[config.mk]
export PLATFORM = sky130hd
export DESIGN_NAME = snax_alu_job_scheduler
export DESIGN_NICKNAME = d
export VERILOG_FILES = /design/src/rtl/snax_alu_pkg.sv /design/src/rtl/snax_alu_job_fifo.sv /design/src/rtl/snax_alu_job_scheduler.sv
export SDC_FILE = /design/constraint.sdc
export NUM_CORES = 1
export LEC_CHECK = 0
export CAP_MARGIN = 20
export CORE_MARGIN = 2
export CORE_UTILIZATION = 50
export CTS_CLUSTER_DIAMETER = 50
export DETAILED_ROUTE_END_ITERATION = 8
export DONT_BUFFER_PORTS = 1
export HOLD_SLACK_MARGIN = 0.12
export PLACE_DENSITY = 0.77
export SETUP_SLACK_MARGIN = 0.2
export SLEW_MARGIN = 20
export SYNTH_ARGS = -nofsm -noshare
export SYNTH_HDL_FRONTEND = slang
export SYNTH_SLANG_ARGS = --single-unit
[constraint.sdc]
create_clock -name clk_i -period 4.17 [get_ports clk_i]
set_input_delay 0.417 -clock clk_i [delete_from_list [all_inputs] [get_ports clk_i]]
set_output_delay 0.417 -clock clk_i [all_outputs]
set_load 0.02 [all_outputs]
[src/rtl/snax_alu_pkg.sv]
// Shared types for the SNAX ALU job scheduler: ALU modes, job descriptor, FSM states.
package snax_alu_pkg;

  localparam int unsigned JobModeWidth = 2;
  localparam int unsigned JobLenWidth  = 32;

  typedef enum logic [1:0] {
    ADD = 2'd0,
    SUB = 2'd1,
    MUL = 2'd2,
    XOR = 2'd3
  } alu_mode_e;

  typedef struct packed {
    logic [JobModeWidth-1:0] mode;
    logic [JobLenWidth-1:0]  len;
  } job_t;

  typedef enum logic {
    IDLE = 1'b0,
    RUN  = 1'b1
  } sched_state_e;

endpackage

[src/rtl/snax_alu_job_fifo.sv]
// Circular job queue; head is visible combinationally, push/pop take effect on the clock edge.
// A push while full or a pop while empty is ignored; the level counter separates full from empty.
module snax_alu_job_fifo
  import snax_alu_pkg::*;
#(
  parameter int unsigned Depth = 4
) (
  input  logic                     clk_i,
  input  logic                     rst_i,
  input  logic                     push_i,
  input  job_t                     push_dat_i,
  input  logic                     pop_i,
  output job_t                     head_o,
  output logic                     full_o,
  output logic                     empty_o,
  output logic [$clog2(Depth):0]   level_o
);

  localparam int unsigned PtrW = $clog2(Depth);
  localparam logic [PtrW:0] LevelFull = (PtrW+1)'(Depth);

  job_t            mem [Depth];
  logic [PtrW-1:0] wr_ptr;
  logic [PtrW-1:0] rd_ptr;
  logic            do_push;
  logic            do_pop;

  assign full_o  = (level_o == LevelFull);
  assign empty_o = (level_o == '0);
  assign head_o  = mem[rd_ptr];
  assign do_push = push_i && !full_o;
  assign do_pop  = pop_i && !empty_o;

  always_ff @(posedge clk_i) begin
    if (do_push) mem[wr_ptr] <= push_dat_i;
  end

  // Pointers wrap naturally because Depth is a power of two.
  always_ff @(posedge clk_i or posedge rst_i) begin
    if (rst_i) begin
      wr_ptr  <= '0;
      rd_ptr  <= '0;
      level_o <= '0;
    end else begin
      if (do_push) wr_ptr <= wr_ptr + 1'b1;
      if (do_pop)  rd_ptr <= rd_ptr + 1'b1;
      case ({do_push, do_pop})
        2'b10:   level_o <= level_o + 1'b1;
        2'b01:   level_o <= level_o - 1'b1;
        default: level_o <= level_o;
      endcase
    end
  end

endmodule

[src/rtl/snax_alu_job_scheduler.sv]
// Issues queued ALU jobs one at a time to the PE array; acc_ready_o rises one cycle after a pop.
// job_ready_o drops only when the queue is full; retirement and next-job pop share a cycle (no bubble).
module snax_alu_job_scheduler
  import snax_alu_pkg::*;
#(
  parameter int unsigned JobDepth     = 4,
  parameter int unsigned RegDataWidth = 32,
  parameter int unsigned ModeWidth    = 2
) (
  input  logic                          clk_i,
  input  logic                          rst_i,
  input  logic [ModeWidth-1:0]          job_mode_i,
  input  logic [RegDataWidth-1:0]       job_len_i,
  input  logic                          job_valid_i,
  output logic                          job_ready_o,
  input  logic                          acc_output_success_i,
  output logic                          acc_ready_o,
  output logic [ModeWidth-1:0]          alu_config_o,
  output logic                          busy_o,
  output logic [$clog2(JobDepth):0]     queue_level_o,
  output logic [RegDataWidth-1:0]       jobs_done_o,
  output logic [RegDataWidth-1:0]       busy_cycles_o
);

  sched_state_e            state;
  sched_state_e            next_state;
  logic [RegDataWidth-1:0] remaining;
  job_t                    push_job;
  job_t                    head;
  logic                    q_full;
  logic                    q_empty;
  logic                    pop;
  logic                    load;
  logic [1:0]              retire_cnt;
  logic                    head_zero;

  assign push_job.mode = job_mode_i;
  assign push_job.len  = job_len_i;
  assign job_ready_o   = !q_full;
  assign busy_o        = (state == RUN) || !q_empty;
  assign head_zero     = (head.len == '0);

  snax_alu_job_fifo #(
    .Depth(JobDepth)
  ) u_fifo (
    .clk_i     (clk_i),
    .rst_i     (rst_i),
    .push_i    (job_valid_i),
    .push_dat_i(push_job),
    .pop_i     (pop),
    .head_o    (head),
    .full_o    (q_full),
    .empty_o   (q_empty),
    .level_o   (queue_level_o)
  );

  // Zero-length heads are retired on pop without ever becoming the active job.
  always_comb begin
    pop        = 1'b0;
    load       = 1'b0;
    retire_cnt = 2'd0;
    next_state = state;
    case (state)
      IDLE: begin
        if (!q_empty) begin
          pop = 1'b1;
          if (head_zero) begin
            retire_cnt = 2'd1;
          end else begin
            load       = 1'b1;
            next_state = RUN;
          end
        end
      end
      RUN: begin
        if (acc_output_success_i && remaining == RegDataWidth'(1)) begin
          retire_cnt = 2'd1;
          next_state = IDLE;
          if (!q_empty) begin
            pop = 1'b1;
            if (head_zero) begin
              retire_cnt = 2'd2;
            end else begin
              load       = 1'b1;
              next_state = RUN;
            end
          end
        end
      end
      default: next_state = IDLE;
    endcase
  end

  always_ff @(posedge clk_i or posedge rst_i) begin
    if (rst_i) begin
      state         <= IDLE;
      acc_ready_o   <= 1'b0;
      alu_config_o  <= '0;
      remaining     <= '0;
      jobs_done_o   <= '0;
      busy_cycles_o <= '0;
    end else begin
      state       <= next_state;
      acc_ready_o <= (next_state == RUN);
      if (load) begin
        alu_config_o <= head.mode;
        remaining    <= head.len;
      end else if (state == RUN && acc_output_success_i) begin
        remaining <= remaining - 1'b1;
      end
      jobs_done_o <= jobs_done_o + RegDataWidth'(retire_cnt);
      if (busy_o && busy_cycles_o != '1) busy_cycles_o <= busy_cycles_o + 1'b1;
    end
  end

  // Output handshakes are only legal while a job is issued.
  a_no_success_in_idle : assert property (@(posedge clk_i) disable iff (rst_i)
      !(acc_output_success_i && state == IDLE))
    else $error("acc_output_success_i asserted while scheduler idle");

endmodule

==> After elaboration in Yosys (flattened, before gate mapping) <==
Memory sizes are Yosys's and may differ from the RTL's.
Cells that the tools add are included.
{ "totals": {"register_bits": 106, "ramBits": 136, "inputBits": 38, "output_inout_bits": 72, "n_memories": 1} }
{ "memory_table": {"columns": ["name", "words", "word_bits", "read_ports", "rd_ports_with_merged_regs", "wr", "line", "source"], "rows": [
  ["u_fifo.mem", 4, 34, 1, 0, 1, "snax_alu_job_fifo.sv:22", "job_t mem [Depth];"]
]} }
{ "op_classes": {"n_addsub": 7, "n_eq_ne": 5, "n_mux": 20, "n_bitwise": 1, "n_reduce_logical": 12} }
{ "op_table": {"columns": ["op", "count"], "rows": [
  ["32-bit two-way mux", 2],
  ["32-bit by 1-bit adder with 32-bit output, second input constant", 1],
  ["32-bit by 2-bit adder with 32-bit output", 1],
  ["32-bit by 1-bit equality test with 1-bit output, second input constant", 1],
  ["32-bit zero test", 1],
  ["32-bit inequality test, second input constant", 1],
  ["32-bit by 1-bit subtractor with 32-bit output, second input constant", 1],
  ["1-bit two-way mux", 10],
  ["2-bit two-way mux", 3],
  ["1-bit one-hot mux with 2 select lines", 3],
  ["3-bit one-hot mux with 2 select lines", 1],
  ["1-bit logical AND", 5],
  ["2-bit by 1-bit adder with 2-bit output, second input constant", 2],
  ["2-bit one-hot mux with 2 select lines", 1],
  ["2-bit nonzero test", 2],
  ["3-bit by 1-bit adder with 3-bit output, second input constant", 1],
  ["3-bit equality test, second input constant", 1],
  ["3-bit zero test", 1],
  ["3-bit by 1-bit subtractor with 3-bit output, second input constant", 1],
  ["2-bit by 1-bit equality test with 1-bit output, second input constant", 1],
  ["2-bit equality test, second input constant", 1],
  ["1-bit zero test", 2],
  ["1-bit logical OR", 1],
  ["1-bit inverter", 1]
]} }

==> Depth between registers and ports, before layout <==
Gate-level depths: netlist of the first run.
{ "depth": {"ltp_word": 7, "mapped_depth": 15, "mapped_depth_nobuf": 14} }

==> By module <==
A second synthesis of the first run with hierarchy kept.
{ "hier_totals": {"hier_cells": 676, "hier_area_um2": 10426.2} }
{ "modules_own_cells": {"columns": ["mod", "instances", "cells_each", "area_each_um2", "seq_area_each_um2"], "rows": [
  ["snax_alu_job_fifo", 1, 216, 5388.9, 4259.1],
  ["snax_alu_job_scheduler", 1, 460, 5037.3, 2477.4]
]} }

==> Least setup slack after synthesis of the first run <==
OpenSTA, ideal clock, no wires.
{ "synth_path": {"path_type": "reg2reg", "from": "register u_fifo.rd_ptr[0]", "to": "register jobs_done_o[26]", "setup_ps": 80, "t_arrival_ps": 4234, "t_required_ps": 4090, "path_slack_ps": -144, "stages_incl_launch_ff": 16, "n_path_buf": 2, "path_cell_list": "dfrtp_1 -> buf_2 -> buf_2 -> mux4_2 -> nor4_1 -> nand4_1 -> nor3b_1 -> mux2i_1 -> ha_1 -> inv_1 -> fa_1 -> nand3b_1 -> nor3_1 -> nand3_1 -> nor3_1 -> xor2_1"} }
{ "synth_via": {"elab_chain_cells": 7, "elab_cells_between_ends": 9} }
{ "synth_rtl": {"columns": ["element", "line", "source"], "rows": [
  ["start: declaration", "snax_alu_job_fifo.sv:24", "logic [PtrW-1:0] rd_ptr;"],
  ["start signal: assignment", "snax_alu_job_fifo.sv:46", "if (do_pop) rd_ptr <= rd_ptr + 1'b1;"],
  ["memory read 4 x 34 bit (*)", null, null],
  ["32-bit zero test (*)", "snax_alu_job_scheduler.sv:41", "assign head_zero = (head.len == '0);"],
  ["2-bit two-way mux", "snax_alu_job_scheduler.sv:81", "if (head_zero) begin"],
  ["2-bit two-way mux", "snax_alu_job_scheduler.sv:79", "if (!q_empty) begin"],
  ["2-bit two-way mux", "snax_alu_job_scheduler.sv:76", "if (acc_output_success_i && remaining == RegDataWidth'(1)) begin"],
  ["2-bit one-hot mux with 2 select lines (*)", "snax_alu_job_scheduler.sv:63", "case (state)"],
  ["32-bit by 2-bit adder with 32-bit output (*)", "snax_alu_job_scheduler.sv:111", "jobs_done_o <= jobs_done_o + RegDataWidth'(retire_cnt);"],
  ["end signal: assignment", "snax_alu_job_scheduler.sv:111", null],
  ["end: declaration", "snax_alu_job_scheduler.sv:21", "output logic [RegDataWidth-1:0] jobs_done_o,"]
]} }
Every way passes the cells marked *; elsewhere a longest branch is shown, timed or not.
A chain may end at the register's enable or synchronous reset.

==> Worst setup path in the final report of the first run <==
Same ends and word-level chain as after synthesis.

==> results of run 1 <==
## cell usage in the layout (no fill, tap or decap), types with 6 or more instances in the layout
master / instances
nor3_1: 6
dlygate4sd3_1: 35
dfrtp_1: 105
and3_1: 15
ha_1: 9
nand3_1: 15
nor2_1: 16
and4_1: 8
or3_1: 6
buf_4: 32
nand2_1: 38
clkbuf_16: 27
nand4_1: 13
nor4_1: 29
edfxtp_1: 136
xor2_1: 52
and2_1: 6
buf_6: 6
mux4_2: 34
mux2_2: 35
inv_1: 18
clkbuf_1: 6
xnor2_1: 45
## power groups by stage
stage | combinational [uW] | sequential (uW) | clock [uW]
finish | 737 | 3100 | 2350
global route | 803 | 3130 | 2490
CTS | 728 | 3090 | 2380
detailed placement | 657 | 3140 | 0
global placement | 622 | 3110 | 0
floorplan | 459 | 3090 | 0
## path summary, 6_finish.rpt
path	endpoint	from	slack (ns)	cells past startpoint
setup / recovery	jobs_done_o[26]	u_fifo.rd_ptr[0]	0.01	18
hold / removal	u_fifo.wr_ptr[0]	job_valid_i	0.20	2
setup reg to reg	jobs_done_o[26]	u_fifo.rd_ptr[0]	0.01	18
hold reg to reg	jobs_done_o[31]	jobs_done_o[31]	0.61	1
max in group asynchronous	busy_cycles_o[13]	rst_i	2.54	3
min in group asynchronous	jobs_done_o[7]	rst_i	0.59	2
## through the flow
| step | setup slack (ns) | power (uW) | cell area (um2) | cells | utilization |
|---|---|---|---|---|---|
| after detailed placement | -0.131 | 3790 | 10900 | 951 | 0.534 |
| after CTS | 0.0869 | 6200 | 12400 | 1055 | 0.611 |
| final | 0.0117 | 6180 | 12600 | 1060 | 0.617 |
| after floorplan | 0.222 | 3540 | 10500 | 682 | - |
| after global routing | -0.199 | 6420 | 12600 | 1060 | 0.617 |
| after global placement | 0.0437 | 3730 | 10900 | 951 | 0.534 |
## state kept, by name (all words and copies together), names as in the netlist
name	cells
alu_config_o	2
u_fifo.level_o	3
state	1
remaining	32
u_fifo.mem	136
busy_cycles_o	32
u_fifo.rd_ptr	2
u_fifo.wr_ptr	2
jobs_done_o	32
## area by class of cell
class | count | share of cell area
multi-input combinational | 398 | 0.293
clock buffer | 35 | 0.0578
clock inverter | 13 | 0.0127
tap | 270 | 0.0269
timing repair buffer | 81 | 0.0670
antenna | 1 | 0.000199
sequential | 242 | 0.537
inverter | 20 | 0.00618
## kinds of logic after synthesis
| family | share of synthesized area |
|---|---|
| AND/OR/NAND/NOR | 0.104 |
| multiplexers | 0.113 |
| AO/OA/AOI/OAI | 0.0207 |
| buffers and inverters | 0.0178 |
| flip-flops | 0.647 |
| XOR/XNOR | 0.0815 |
| adder cells (fa/ha/maj) | 0.0159 |
## metal layers
layer,vias up,global-route usage,part of all wire
met5,-,0,0.00057
met4,2,0.0552,0.024
met3,40,0.0503,0.080
met2,284,0.369,0.51
met1,3187,0.261,0.38
li1,2759,-,-
## timing repair
item | CTS | global route
endpoints found under the hold margin | 207 | 0
cloned | 3 | 0
pin swaps | 8 | 12
hold buffers | 35 | 0
setup endpoints to repair | 14 | 23
buffers inserted | 18 | 4
gates resized for setup | 24 | 17
==> results.sh, run 1 <==
export IMPL_outcome="completed"
export IMPL_peakVddDrop_mv=0.466
export IMPL_root_buffer="clkbuf_16"
export IMPL_synthesis_area_um2=10400
export IMPL_tritoncts="built"
export IMPL_p_int_uw=4620
export IMPL_ys_flop_type="edfxtp_1"
export IMPL_yosysMostFrequentCell="edfxtp_1"
export IMPL_synthCells=682
export IMPL_drc=0
export IMPL_drt_iter0_markers=293
export IMPL_finalHoldViolCount=0
export IMPL_grt_max_degree=73
export IMPL_via_per_inst=5.92
export IMPL_drive_gt1_frac=0.245
export IMPL_synth_nets=732
export IMPL_first_pass_iters=5
export IMPL_io_pins=110
export IMPL_p_leak_uw=0.00482
export IMPL_power_frac_seq=0.501
export IMPL_rsz0062_at_grt="true"
export IMPL_path_clk_slew_ns=0.06
export IMPL_grt_overflow=0
export IMPL_routedWlPerCell_um=21.7
export IMPL_cpMaxStageDelayCell="mux4_2"
export IMPL_fp_row_count=52
export IMPL_via_count=6272
export IMPL_ys_warn_count=0
export IMPL_start_util=0.512
export IMPL_worstMarginPinSlew_ns=0.956
export IMPL_clock_power_share=0.380
export IMPL_fillerInstances=1454
export IMPL_grtUsageTotal=0.209
export IMPL_worstPathArrival_ns=4.59
export IMPL_synth_edff_count=136
export IMPL_gp_congestion=0.897
export IMPL_grt_pass1_wl_um=36300
export IMPL_crit_top_cell="buf_6"
export IMPL_multi_input_area_um2=3680
export IMPL_critPathTopFamily="simple AND/OR/NAND/NOR gates"
export IMPL_syn2layout_area_growth_pct=20.5
export IMPL_cts_htree_levels=1
export IMPL_start_kind="register"
export IMPL_cp_cell_sequence="buf_12, buf_6, buf_16, buf_6, mux4_2, nor4_4, nand4_1, nor3b_4, mux2i_1, ha_2, inv_2, fa_2, nand3b_1, nor3_4, buf_6, nand3_4, nor3_2, xor2_1"
export IMPL_worst_path_largest_cell_delay_ns=0.49
export IMPL_netSwitchingPower_uw=1560
export IMPL_dieHeight_um=148
export IMPL_clockBufferDepth=3
export IMPL_cp_buffers_inverters=6
export IMPL_crit_type="register to register"
export IMPL_hp_class="primary input to register"
export IMPL_critical_path_max_fanout=6
export IMPL_grt_antenna_before_repair=2
export IMPL_clock_sinks=242
export IMPL_finalSetupViolations=0
export IMPL_fin_crit_sh=0.997
export IMPL_netlist_top_cells_area="edfxtp_1 39%, dfrtp_1 25%, mux4_2 7.3%"
export IMPL_die_x_um=148
export IMPL_yosys_area_top_type_share=0.392
export IMPL_postRouteWirelength_um=23000
export IMPL_crit_required_ns=4.61
export IMPL_core_um2=20400
export IMPL_cts_made_buffers=27
export IMPL_slew_headroom=0.361
export IMPL_grt_pass1_vias=6636
export IMPL_seqCellArea_um2=6740
export IMPL_synth_seq_area_share=0.647
export IMPL_synth_area_per_cell_um2=15.3
export IMPL_ys_async_sr_fraction=0.438
export IMPL_p_comb_frac=0.119
export IMPL_report_final_slew_viol_count=0
export IMPL_clock_latency_ns=0.52
export IMPL_fin_nets=820
export IMPL_io_buffers=0
export IMPL_synth_distinct_cells=43
export IMPL_fmax_mhz=240
export IMPL_antenna_left=0
export IMPL_swShare=0.252
export IMPL_dpl_hpwl_um=14300
export IMPL_holdWs_ns=0.199
export IMPL_yosysTopAreaCell="edfxtp_1"
export IMPL_dieArea_um2=22000
export IMPL_synth_seq_cells=242
export IMPL_cap_violations=0
export IMPL_synth_commonest_cells="136 x edfxtp_1, 106 x dfrtp_1, 52 x xor2_1"
export IMPL_power_density_nw_per_um2=492
export IMPL_crit_path_end_kind="register"
export IMPL_skew_ns=0.0106
export IMPL_fin_crit_ns=4.16
export IMPL_setup_tns_ns=0
Note: power is estimated with default switching activity, not from simulation.
==> run 2, diff against run 1 <==
ABC_CLOCK_PERIOD_IN_PS = 4170   (was not set)
CORE_MARGIN = 4   (was 2)
PLACE_DENSITY = 0.78   (was 0.77)
==> run 2 against run 1 <==
Compared with the run above:
- count of clock-buffer cells in the layout is 4 higher
- non-clock buffer count shrank 7
- largest cell class unchanged
- via count fell by 1.2%
- sequential cell count did not move
- global-route usage decreased by 1.3 points
- final cell count fell by 0.28%
- critical endpoint is now jobs_done_o[28]
- largest power group unchanged
- clock power grew 9.8%
- wire length increased by 0.55%
==> results.sh, run 2 (synthesized netlist as in run 1, its figures left out) <==
export IMPL_peakVddDrop_mv=0.488
export IMPL_antenna_left=0
export IMPL_fin_crit_sh=0.991
export IMPL_dieHeight_um=152
export IMPL_grt_antenna_before_repair=1
export IMPL_fin_util=0.617
export IMPL_root_buffer="clkbuf_16"
export IMPL_syn2layout_area_growth_pct=20.6
export IMPL_via_count=6196
export IMPL_fin_crit_ns=4.13
export IMPL_finalHoldViolCount=0
export IMPL_holdWs_ns=0.187
export IMPL_final_cell_mix="136 x edfxtp_1, 105 x dfrtp_1, 51 x xor2_1"
export IMPL_clock_sinks=242
export IMPL_worstPathArrival_ns=4.58
export IMPL_drive_gt1_frac=0.243
export IMPL_fmax_mhz=242
export IMPL_cap_violations=0
export IMPL_outcome="completed"
export IMPL_report_final_slew_viol_count=0
export IMPL_fin_nets=814
export IMPL_dp_worst_setup_slack_ns=-0.0499
export IMPL_start_kind="register"
export IMPL_first_pass_iters=5
export IMPL_core_um2=20400
export IMPL_drc=0
export IMPL_path_clk_slew_ns=0.06
export IMPL_die_x_um=152
export IMPL_worstMarginPinSlew_ns=0.963
export IMPL_start_util=0.512
export IMPL_io_pins=110
export IMPL_dieArea_um2=23200
export IMPL_crit_required_ns=4.62
export IMPL_tritoncts="built"
export IMPL_largest_register="u_fifo.mem"
export IMPL_setup_tns_ns=0
export IMPL_crit_type="register to register"
export IMPL_ff2ff_setup_slack_ns=0.04
export IMPL_setup_ws_ns=0.0380
export IMPL_finalSetupViolations=0
export IMPL_final_common_cell="edfxtp_1"
export IMPL_postRouteWirelength_um=23100
export IMPL_p_leak_uw=0.00483
export IMPL_dpl_hpwl_um=14800
export IMPL_via_per_inst=5.86
export IMPL_slew_headroom=0.356
export IMPL_critical_path_max_fanout=6
export IMPL_drt_iter0_markers=339
export IMPL_cts_made_buffers=28
export IMPL_rsz0062_at_grt="true"
export IMPL_grt_overflow=0
export IMPL_clock_latency_ns=0.55
export IMPL_clockBufferDepth=3
export IMPL_crit_path_end_kind="register"
export IMPL_largest_reg_flops=136
export IMPL_routedWlPerCell_um=21.9
export IMPL_grtUsageTotal=0.196
export IMPL_io_buffers=0
export IMPL_gp_congestion=0.906
export IMPL_grt_pass1_wl_um=37000
export IMPL_cts_htree_levels=1
export IMPL_fp_row_count=52
export IMPL_grt_pass1_vias=6598
export IMPL_hp_class="primary input to register"
export IMPL_grt_max_degree=69
export IMPL_skew_ns=0.0311
export IMPL_power_density_nw_per_um2=509
## run 2: worst paths after layout
path | from | end | cells past startpoint
setup / recovery | u_fifo.rd_ptr[0] | jobs_done_o[28] | 15
hold / removal | acc_output_success_i | remaining[2] | 4
setup reg to reg | u_fifo.rd_ptr[0] | jobs_done_o[28] | 15
hold reg to reg | jobs_done_o[31] | jobs_done_o[31] | 1
max in group asynchronous | rst_i | busy_cycles_o[9] | 3
min in group asynchronous | rst_i | jobs_done_o[27] | 2
## run 2: stage by stage
step | cells | area [um2] | total power, uW
6_report | 1057 | 12600 | 6390
3_3_place_gp | 953 | 10900 | 3740
5_1_grt | 1057 | 12600 | 6640
3_5_place_dp | 953 | 10900 | 3800
2_1_floorplan | 682 | 10500 | 3540
4_1_cts | 1053 | 12400 | 6430
## run 2: power breakdown
| group | switching, uW | internal, uW | leakage (uW) |
|---|---|---|---|
| logic | 436 | 281 | 0.00174 |
| clock network | 987 | 1590 | 0.000484 |
| registers | 179 | 2920 | 0.00261 |
## run 2: cell type report
type	instances	area, um2
fillers	1417	7800
repair buffers	74	736
clock buffers	39	792
inverters	20	77.6
clock inverters	13	214
well taps	270	338
multi-input cells	398	3670
diodes	1	2.50
flip-flops and latches	242	6740
## run 2: layer usage
metal	vias up	GRT usage	part of all wire
met4	0	0.0454	0.021
met3	46	0.0642	0.092
met1	3135	0.239	0.37
met2	265	0.342	0.51
met5	-	0	0
li1	2750	-	-
## run 2: what timing repair did
item | CTS | global route
endpoints found under the setup margin | 10 | 20
endpoints found under the hold margin | 203 | 0
cloned | 1 | 0
hold buffers | 35 | 0
buffers inserted | 12 | 3
pin swaps | 7 | 6
gates resized for setup | 18 | 18
## run 2: worst max-delay path: stages (launching register included)
cell	delay, ns
dfrtp_2	0.43
buf_12	0.14
buf_16	0.13
mux4_2	0.58
nor4_2	0.34
nand4_1	0.21
nor3b_2	0.29
mux2i_1	0.23
ha_2	0.22
inv_2	0.04
fa_2	0.33
nand3b_1	0.24
nor3_4	0.27
nand3_4	0.18
nor3_4	0.22
xor2_1	0.19
==> run 3, diff against run 2 <==
SYNTH_HIERARCHICAL = 1   (was not set)
==> run 3 against run 2 <==
Compared with the run above:
- clock skew shrank 0.020 ns
- final cell count shrank 0.57%
- combinational power shrank 2%
- first-iteration DRC count is the same
- maximum frequency grew 4.7%
- sequential cell count is the same
- register-to-register slack gained 0.19 ns
- largest power group unchanged
- count of clock-buffer cells in the layout shrank 1
- via count shrank 2.7%
- setup slack gained 0.19 ns
- global-route usage shrank 1.5 points
- highest routed layer unchanged
==> results.sh, run 3 <==
export IMPL_synth_distinct_cells=47
export IMPL_start_kind="register"
export IMPL_syn2layout_area_growth_pct=18.3
export IMPL_power_density_nw_per_um2=501
export IMPL_p_leak_uw=0.00469
export IMPL_grt_pass1_vias=6282
export IMPL_worstPathArrival_ns=4.38
export IMPL_dr_wl_met2_um=11600
export IMPL_reg2reg_depth=15
export IMPL_yosysTopAreaCell="edfxtp_1"
export IMPL_io_buffers=0
export IMPL_ys_async_sr_fraction=0.438
export IMPL_top_layer="met4"
export IMPL_critical_path_max_fanout=5
export IMPL_grt_max_degree=67
export IMPL_dpl_hpwl_um=13600
export IMPL_via_count=6028
export IMPL_wl_met3_um=1500
export IMPL_postRouteWirelength_um=21800
export IMPL_crit_type="register to register"
export IMPL_r2r_start="u_fifo/rd_ptr[0]"
export IMPL_start_util=0.512
export IMPL_core_um2=20400
export IMPL_drt_iter0_markers=339
export IMPL_fin_crit_sh=0.946
export IMPL_fin_nets=811
export IMPL_finalSetupViolations=0
export IMPL_finalHoldViolCount=0
export IMPL_synth_area_per_cell_um2=15.4
export IMPL_slew_headroom=0.327
export IMPL_grtUsageTotal=0.181
export IMPL_synth_seq_cells=242
export IMPL_fillerInstances=1439
export IMPL_hp_class="primary input to register"
export IMPL_fp_row_count=52
export IMPL_clock_latency_ns=0.52
export IMPL_outcome="completed"
export IMPL_largest_reg_flops=136
export IMPL_largest_register="u_fifo/mem"
export IMPL_seqCellArea_um2=6740
export IMPL_ff2ff_setup_slack_ns=0.22
export IMPL_drive_gt1_frac=0.220
export IMPL_swShare=0.246
export IMPL_tritoncts="built"
export IMPL_synthXorXnorAreaFrac=0.0806
export IMPL_worstMarginPinSlew_ns=1.00
export IMPL_via_per_inst=5.74
export IMPL_p_comb_frac=0.114
export IMPL_clock_power_share=0.384
export IMPL_synth_commonest_cells="136 x edfxtp_1, 106 x dfrtp_1, 54 x xnor2_1"
export IMPL_fmax_mhz=253
export IMPL_cts_made_buffers=26
export IMPL_p_int_uw=4670
export IMPL_multi_input_area_um2=3550
export IMPL_synth_nets=726
export IMPL_dieHeight_um=152
export IMPL_first_pass_iters=5
export IMPL_crit_path_end_kind="register"
export IMPL_cpMaxStageDelayCell="mux4_2"
export IMPL_synthesis_area_um2=10400
export IMPL_wl_met1_um=8380
export IMPL_worst_path_largest_cell_delay_ns=0.56
export IMPL_r2r_end="jobs_done_o[28]"
export IMPL_drc=0
export IMPL_antenna_left=0
export IMPL_skew_ns=0.0114
export IMPL_grt_pass1_wl_um=34300
export IMPL_muxShareOfSynthArea=0.117
export IMPL_ys_flop_type="edfxtp_1"
export IMPL_grt_overflow=0
export IMPL_setup_tns_ns=0
export IMPL_min_from="job_valid_i"
export IMPL_netSwitchingPower_uw=1520
export IMPL_whs_endpoint="u_fifo/wr_ptr[0]"
export IMPL_clockBufferDepth=3
export IMPL_synth_compound_area_frac=0.00792
export IMPL_peakVddDrop_mv=0.465
export IMPL_cap_violations=0
export IMPL_synth_adder_area_share=0.0158
export IMPL_fin_util=0.606
export IMPL_synthCells=676
export IMPL_synth_edff_count=136
export IMPL_diodes=0
export IMPL_die_x_um=152
export IMPL_synth_seq_area_share=0.646
export IMPL_cp_cell_sequence="buf_6, clkbuf_16, mux4_2, nor4_4, nand4_1, nor3_2, mux2_4, ha_4, inv_2, fa_2, nand3b_1, nor2_2, nand4_1, nor2_2, xor2_1"
export IMPL_synth_simple_area_share=0.110
export IMPL_clock_sinks=242
export IMPL_path_clk_slew_ns=0.06
export IMPL_yosysMostFrequentCell="edfxtp_1"
export IMPL_cts_htree_levels=1
export IMPL_critPathTopFamily="simple AND/OR/NAND/NOR gates"
export IMPL_dieArea_um2=23200
export IMPL_gp_congestion=0.811
export IMPL_power_frac_seq=0.502
export IMPL_final_cell_mix="136 x edfxtp_1, 105 x dfrtp_1, 54 x xnor2_1"
export IMPL_routedWlPerCell_um=20.7
export IMPL_final_common_cell="edfxtp_1"
export IMPL_netlist_top_cells_area="edfxtp_1 39%, dfrtp_1 25%, mux4_2 6.0%"
export IMPL_io_pins=110
export IMPL_grt_antenna_before_repair=0
export IMPL_report_final_slew_viol_count=0
export IMPL_synth_top_family_by_area="multiplexers"
export IMPL_hold_depth=2
export IMPL_root_buffer="clkbuf_16"
export IMPL_cp_buffers_inverters=3
export IMPL_rsz0062_at_grt="true"
export IMPL_fin_crit_ns=3.95
export IMPL_ys_warn_count=6
export IMPL_yosys_area_top_type_share=0.392
export IMPL_crit_required_ns=4.61
-- run 3: cell types whose count changed after synthesis, moves of 7 or more --
cell      delta
clkbuf_1     -9
nand4_1      +8
nor2_1       +7
nor4_1      -10
xnor2_1      +9
xor2_1      -10
-- run 3: worst reg2reg max path, stage by stage, from the launching register on --
cell and delay (ns):
dfrtp_2 0.43, buf_6 0.14, clkbuf_16 0.15, mux4_2 0.56, nor4_4 0.28, nand4_1 0.28, nor3_2 0.28, mux2_4 0.19
ha_4 0.13, inv_2 0.04, fa_2 0.39, nand3b_1 0.23, nor2_2 0.19, nand4_1 0.22, nor2_2 0.21, xor2_1 0.17
-- run 3: what timing repair did --
item / 4_1_cts / 5_1_grt
setup endpoints to repair: 17 / 19
pin swaps: 1 / 9
resized for setup: 6 / 17
gates cloned: 0 / 2
hold buffers: 35 / 0
hold endpoints to repair: 208 / 0
buffers inserted: 1 / 20
-- run 3: power by group through the flow --
stage | Combinational [uW] | Sequential (uW) | Clock [uW]
global placement | 611 | 3120 | 0
floorplan | 464 | 3090 | 0
detailed placement | 647 | 3140 | 0
CTS | 703 | 3100 | 2410
finish | 703 | 3110 | 2370
global route | 784 | 3130 | 2530
-- run 3: cell families after synthesis --
kind of cell / count (synthesis)
buffers and inverters: 39
multiplexers: 73
AND/OR/NAND/NOR: 203
adder cells (fa/ha/maj): 12
XOR/XNOR: 96
flip-flops: 242
AO/OA/AOI/OAI: 11
-- run 3: cell type report --
class / count / share of cell area
Clock inverter: 10 / 0.0109
Sequential cell: 242 / 0.546
Tap cell: 270 / 0.0274
Clock buffer: 38 / 0.0623
Inverter: 21 / 0.00659
Timing Repair Buffer: 75 / 0.0591
Multi-Input combinational cell: 395 / 0.287
-- run 3: metrics by stage --
stage / setup slack, ns / area, um2 / hold slack (ns) / instances / power [uW]
after global routing: 0.0439 / 12300 / 0.263 / 1051 / 6450
final: 0.225 / 12300 / 0.247 / 1051 / 6180
after global placement: 0.174 / 10800 / 0.274 / 945 / 3730
after floorplan: 0.404 / 10400 / 0.220 / 676 / 3560
after detailed placement: 0.0869 / 10800 / 0.287 / 945 / 3790
after CTS: 0.208 / 12100 / 0.237 / 1029 / 6220
-- run 3: how the worst max path moves through the flow --
stage                          start               to  slack, ns  cells after the start
CTS                 u_fifo/rd_ptr[0]  jobs_done_o[22]       0.21                     14
global placement    u_fifo/rd_ptr[0]  jobs_done_o[22]       0.17                     14
floorplan           u_fifo/rd_ptr[0]  jobs_done_o[22]       0.40                     16
finish              u_fifo/rd_ptr[0]  jobs_done_o[28]       0.22                     15
detailed placement  u_fifo/rd_ptr[0]  jobs_done_o[22]       0.09                     14
global route        u_fifo/rd_ptr[0]  jobs_done_o[23]       0.04                     14
-- run 3: metal layers --
metal / up-vias / track usage
li1: 2716 / -
met4: 0 / 0.0347
met3: 28 / 0.0488
met1: 3080 / 0.218
met2: 204 / 0.329
met5: - / 0
